`config.mk`:
```
export PLATFORM = sky130hd
export DESIGN_NAME = dp_ram_stream_reader_flat
export DESIGN_NICKNAME = d
export VERILOG_FILES = /design/src/rtl/dp_ram_stream_reader_if.sv /design/src/rtl/dp_ram_stream_reader.sv /design/src/flat_wrapper.sv
export SDC_FILE = /design/constraint.sdc
export NUM_CORES = 1
export LEC_CHECK = 0
export BUFFER_PORTS_ARGS = -buffer_cell sky130_fd_sc_hd__buf_2
export CORE_ASPECT_RATIO = 0.5
export CORE_MARGIN = 4
export CORE_UTILIZATION = 57
export DETAILED_ROUTE_END_ITERATION = 10
export GPL_TIMING_DRIVEN = 1
export PLACE_DENSITY = 0.89
export SKIP_CTS_REPAIR_TIMING = 1
export SLEW_MARGIN = 20
export SYNTH_ARGS = -nofsm -noshare
export SYNTH_HDL_FRONTEND = slang
export SYNTH_SLANG_ARGS = --single-unit
```
`constraint.sdc`:
```
create_clock -name clk -period 4.1 [get_ports clk]
set_input_delay 0.82 -clock clk [delete_from_list [all_inputs] [get_ports clk]]
set_output_delay 0.82 -clock clk [all_outputs]
set_load 0.005 [all_outputs]
```
`src/rtl/dp_ram_stream_reader_if.sv`:
```
// Control, RAM-port and output-stream signals of the RAM stream reader.
// The master modport is the reader itself, and the slave modport is its environment.
interface dp_ram_stream_reader_if #(
  parameter int DATA_WIDTH = 8,
  parameter int ADDR_WIDTH = 10
);
  logic                  start;
  logic [ADDR_WIDTH-1:0] base_addr;
  logic [ADDR_WIDTH:0]   length;
  logic                  busy;
  logic                  done;

  logic                  ram_we;
  logic [DATA_WIDTH-1:0] ram_din;
  logic [ADDR_WIDTH-1:0] ram_addr;
  logic [DATA_WIDTH-1:0] ram_dout;

  logic                  m_valid;
  logic                  m_ready;
  logic [DATA_WIDTH-1:0] m_data;
  logic                  m_last;

  modport master (
    input  start, base_addr, length, ram_dout, m_ready,
    output busy, done, ram_we, ram_din, ram_addr, m_valid, m_data, m_last
  );

  modport slave (
    output start, base_addr, length, ram_dout, m_ready,
    input  busy, done, ram_we, ram_din, ram_addr, m_valid, m_data, m_last
  );
endinterface

```
`src/rtl/dp_ram_stream_reader.sv`:
```
// Walks a wrapping address range on a synchronous-read RAM port and streams
// the words out as valid/ready with full backpressure.
//
// state | meaning
// IDLE  | waiting for start
// READ  | issuing RAM addresses
// DRAIN | all addresses issued, waiting for buffer and reads in flight to empty
module dp_ram_stream_reader #(
  parameter int DATA_WIDTH = 8,
  parameter int ADDR_WIDTH = 10
) (
  input logic clk,
  input logic rst,
  dp_ram_stream_reader_if.master bus
);
  // The registered address and the RAM output register form two read stages.
  // Three buffer slots therefore cover both in-flight reads, and one word per cycle is still sustained.
  localparam int DEPTH = 3;
  localparam logic [ADDR_WIDTH:0]   CNT_ONE  = 1;
  localparam logic [ADDR_WIDTH-1:0] ADDR_ONE = 1;

  typedef enum logic [1:0] {IDLE, READ, DRAIN} state_t;

  state_t                state;
  logic [ADDR_WIDTH:0]   rem_issue;
  logic [ADDR_WIDTH:0]   rem_beats;
  logic [ADDR_WIDTH-1:0] ram_addr_q;
  logic                  done_q;
  logic                  a_valid;
  logic                  d_valid;
  logic [DATA_WIDTH-1:0] fifo_mem [DEPTH];
  logic [1:0]            rd_ptr;
  logic [1:0]            wr_ptr;
  logic [1:0]            count;
  logic [1:0]            count_next;
  logic [2:0]            occupancy;
  logic                  fifo_nonempty;
  logic                  pop;
  logic                  issue;

  function automatic logic [1:0] ptr_inc(input logic [1:0] p);
    return (p == 2'd2) ? 2'd0 : p + 2'd1;
  endfunction

  assign fifo_nonempty = (count != 2'd0);
  assign pop           = fifo_nonempty & bus.m_ready;
  assign count_next    = count + {1'b0, d_valid} - {1'b0, pop};
  assign occupancy     = {1'b0, count} + {2'b0, a_valid} + {2'b0, d_valid} - {2'b0, pop};
  assign issue         = (state == READ) && (rem_issue != '0) && (occupancy < 3'd3);

  always_ff @(posedge clk) begin
    if (rst) begin
      state     <= IDLE;
      rem_issue <= '0;
      rem_beats <= '0;
      ram_addr_q <= '0;
      done_q    <= 1'b0;
      a_valid   <= 1'b0;
      d_valid   <= 1'b0;
      rd_ptr    <= '0;
      wr_ptr    <= '0;
      count     <= '0;
      for (int i = 0; i < DEPTH; i++) fifo_mem[i] <= '0;
    end else begin
      done_q  <= 1'b0;
      a_valid <= 1'b0;
      d_valid <= a_valid;
      count   <= count_next;

      if (d_valid) begin
        fifo_mem[wr_ptr] <= bus.ram_dout;
        wr_ptr           <= ptr_inc(wr_ptr);
      end
      if (pop) begin
        rd_ptr    <= ptr_inc(rd_ptr);
        rem_beats <= rem_beats - CNT_ONE;
      end

      case (state)
        IDLE: begin
          if (bus.start) begin
            rem_beats <= bus.length;
            if (bus.length == '0) begin
              rem_issue <= '0;
              state     <= DRAIN;
            end else begin
              // The first address goes out with the accepted start.
              ram_addr_q <= bus.base_addr;
              a_valid    <= 1'b1;
              rem_issue  <= bus.length - CNT_ONE;
              state      <= READ;
            end
          end
        end
        READ: begin
          if (issue) begin
            ram_addr_q <= ram_addr_q + ADDR_ONE;
            a_valid    <= 1'b1;
            rem_issue  <= rem_issue - CNT_ONE;
          end
          if ((rem_issue == '0) || (issue && (rem_issue == CNT_ONE))) state <= DRAIN;
        end
        DRAIN: begin
          if ((count_next == 2'd0) && !a_valid && !d_valid) begin
            done_q <= 1'b1;
            state  <= IDLE;
          end
        end
        default: state <= IDLE;
      endcase
    end
  end

  assign bus.busy     = (state != IDLE);
  assign bus.done     = done_q;
  assign bus.ram_we   = 1'b0;
  assign bus.ram_din  = '0;
  assign bus.ram_addr = ram_addr_q;
  assign bus.m_valid  = fifo_nonempty;
  assign bus.m_data   = fifo_mem[rd_ptr];
  assign bus.m_last   = fifo_nonempty && (rem_beats == CNT_ONE);
endmodule

```
`src/flat_wrapper.sv`:
```
// flat-port wrapper written by rule: the top's interface ports become plain ports
module dp_ram_stream_reader_flat 
#(
  parameter int DATA_WIDTH = 8,
  parameter int ADDR_WIDTH = 10
)
  (clk, rst, bus_start, bus_base_addr, bus_length, bus_ram_dout, bus_m_ready, bus_busy, bus_done, bus_ram_we, bus_ram_din, bus_ram_addr, bus_m_valid, bus_m_data, bus_m_last);
  dp_ram_stream_reader_if #(.DATA_WIDTH(DATA_WIDTH), .ADDR_WIDTH(ADDR_WIDTH)) bus_i ();
  input logic clk;
  input logic rst;
  input wire logic [$bits(bus_i.start)-1:0] bus_start;
  input wire logic [$bits(bus_i.base_addr)-1:0] bus_base_addr;
  input wire logic [$bits(bus_i.length)-1:0] bus_length;
  input wire logic [$bits(bus_i.ram_dout)-1:0] bus_ram_dout;
  input wire logic [$bits(bus_i.m_ready)-1:0] bus_m_ready;
  output wire logic [$bits(bus_i.busy)-1:0] bus_busy;
  output wire logic [$bits(bus_i.done)-1:0] bus_done;
  output wire logic [$bits(bus_i.ram_we)-1:0] bus_ram_we;
  output wire logic [$bits(bus_i.ram_din)-1:0] bus_ram_din;
  output wire logic [$bits(bus_i.ram_addr)-1:0] bus_ram_addr;
  output wire logic [$bits(bus_i.m_valid)-1:0] bus_m_valid;
  output wire logic [$bits(bus_i.m_data)-1:0] bus_m_data;
  output wire logic [$bits(bus_i.m_last)-1:0] bus_m_last;
  assign bus_i.start = bus_start;
  assign bus_i.base_addr = bus_base_addr;
  assign bus_i.length = bus_length;
  assign bus_i.ram_dout = bus_ram_dout;
  assign bus_i.m_ready = bus_m_ready;
  assign bus_busy = bus_i.busy;
  assign bus_done = bus_i.done;
  assign bus_ram_we = bus_i.ram_we;
  assign bus_ram_din = bus_i.ram_din;
  assign bus_ram_addr = bus_i.ram_addr;
  assign bus_m_valid = bus_i.m_valid;
  assign bus_m_data = bus_i.m_data;
  assign bus_m_last = bus_i.m_last;
  dp_ram_stream_reader #(.DATA_WIDTH(DATA_WIDTH), .ADDR_WIDTH(ADDR_WIDTH)) u_core (.clk(clk), .rst(rst), .bus(bus_i));
endmodule
```
==> impl_results.md <==
- Yosys top cell area share: 23.7%
- Mapped cell area: 4050 sq um
- Final Hold Fails: 0
- TritonCTS clock tree: built
- Tmin final: ~3.6 ns
- Htree depth: 3
- CP Capture Type: flop
- Number of distinct library cells after synthesis: just under 60
- WP data arrival: 3.77 ns
- Mapped Cells: 415
- Most frequent cell after synthesis: dfxtp_1
- FP Rows: 21
- Starting DRT DRC Count: 240
- DRC Markers: 0
- CTS Buf Count: 9
- Synth-to-layout area growth: 14.8%
- Clock root cell: clkbuf_16
- # IOs: 64
- Fmax achieved: 278 MHz
- Worst Skew: 0.00574 ns
- Top cells by area, synth: edfxtp_1, dfxtp_1, mux4_2, nor2_1, and2_1
- ANT nets after route: 0
- Synth Flop Type: dfxtp_1
- VDD IR-drop max: 0.281 mV
- Post-synth top area cell: edfxtp_1
- Area of the core: ~6800 sq um
- Synthesis Warnings: 0
- Routed WL per cell: 15.5 um
- Worst-Skew Late Latency: between 0.3 and 0.4 ns
- Final setup violation count: 0
- DP HPWL: approximately 6000 um
- EDFF count, synth: 32
- 1st-pass router iterations: 5
- Final Max Slew Viols: 0
- Initial Utilization: 59.7%
- Total Routing Usage GR: 22.2%
- Mean Syn Cell Area: 9.76 sq um
- Largest net degree at the start of global routing: 53
- CTS sink cnt: 77
- DIE HEIGHT: 67.6 um
- Share of post-route cells with drive strength above 1: 20.6%
- Critical Path Source Type: flop
- Non-filler instance count after layout: 562
- Number of inserted diodes: 0
- Worst hold-check path type: reg2reg
- Max capacitance violation total: 0
- RSZ-0062 raised after global routing: no
- Sequential area share after synthesis: 46.0%
- Most frequent cells after synthesis: dfxtp_1, nor2_1, edfxtp_1, a21oi_1, and2_1
- Clock Path Buffers: 2
- Required @ worst endpoint: approximately 4.3 ns
- Drt via density: about 5.7
- Ys async rst share: 0%
- Final total power: between 2 and 3 mW
- Final GP Congestion: around 0.86
- CP Class: reg2reg
- Initial antenna violation count: 0
- Post-Route WL: 8740 um
- Port bufs: 54
- Seq cells post-synth: 77
- Worst Tran Pin Value: 1.05 ns
- Final setup TNS: 0 ns
- Filler cells: approximately 530
- Via count: 3221
- Vias in the first global route: 3040
- Nets@finish: 509
- First-pass GRT wire length: around 15000 um
- CTS clk-pin slew, worst paths: 0.06 ns
- Placed insts: 546
- Status: finished, final reports clean
- GR Overflow Total: 0
- Die ar.: between 8000 and 9000 sq um
- Largest fanout on the critical path: 13
- Leak: 1.85 nW
- Pwr dens: 588 nW/um^2
- Final period util: 87.7%
- Max-slew headroom: a little under a third
- Die width: 127 um
-- cells in the final DEF (no fill, tap or decap), types with 9 or more instances in the layout --
cell / instances
xor2_1: 10
dfxtp_1: 45
edfxtp_1: 32
ha_1: 9
clkbuf_16: 9
buf_2: 54
nand2_1: 23
inv_1: 19
nor2_1: 43
a211oi_1: 16
conb_1: 9
o21ai_0: 13
and2_1: 25
a21oi_1: 31
nor3_1: 18
-- worst max-delay path, cell delays in order (launching register included) --
cell and delay (ns):
dfxtp_1 0.34, or2_2 0.35, nand2_2 0.14, inv_1 0.13, ha_1 0.34, fa_1 0.37, inv_1 0.07, fa_1 0.43
a211oi_1 0.41, a21oi_1 0.41, a221oi_1 0.35, a211oi_1 0.09
-- cells by family after synthesis --
family	after synthesis	synth area share (%)
flops	77	46.0
compound gates	88	14.5
xor+xnor	18	3.89
fa+ha+maj	11	3.77
simple gates	166	22.1
buf+inv	46	5.31
other cells	1	0.0926
mux	8	4.45
-- flip-flops by register name, indices dropped and copies added, names as in the netlist, named ones only --
name and count:
u_core.a_valid 1, u_core.bus.done 1, u_core.bus.ram_addr 10, u_core.count 2, u_core.d_valid 1, u_core.fifo_mem 32, u_core.rd_ptr 2, u_core.rem_beats 11
u_core.rem_issue 11, u_core.state 2, u_core.wr_ptr 2
-- layout make-up --
type,instances,area [sq um],area share [%]
Sequential cell,77,1860,40.0
Multi-Input combinational cell,300,2000,43.1
Clock inverter,7,73.8,1.59
Inverter,19,71.3,1.53
Clock buffer,9,225,4.84
Tap cell,92,115,2.48
Timing Repair Buffer,58,300,6.46
-- through the flow --
stage	hold WS [ns]	instance area, sq um	worst slack [ns]	utilization [%]
floorplan	0.443	4080	0.796	-
global placement	0.480	4350	0.451	64.2
detailed placement	0.480	4350	0.352	64.2
CTS	0.491	4650	0.558	68.6
global route	0.508	4650	0.163	68.6
finish	0.493	4650	0.504	68.6
-- routing by layer --
layer | wire (um) | vias up | track usage [%]
met5 | 0 | - | 0
met1 | 3970 | 1512 | 27.4
li1 | - | 1595 | -
met3 | 449 | 16 | 5.92
met2 | 4150 | 98 | 37.9
met4 | 168 | 0 | 8.56
-- power by group --
group	internal (mW)	total (mW)	switching, mW
clock network	0.473	0.789	0.316
registers	0.933	1.08	0.147
logic	0.378	0.865	0.487
total	1.78	2.73	0.950
-- worst paths after layout --
kind | end | cells after the start | start | slack (ns)
worst min register to register | u_core.bus.ram_addr[9] | 2 | u_core.bus.ram_addr[9] | 0.49
worst max-delay path | u_core.rem_issue[0] | 11 | u_core.count[1] | 0.50
worst min-delay path | u_core.bus.ram_addr[9] | 2 | u_core.bus.ram_addr[9] | 0.49
worst max register to register | u_core.rem_issue[0] | 11 | u_core.count[1] | 0.50
(Power assumes the default switching activity.)
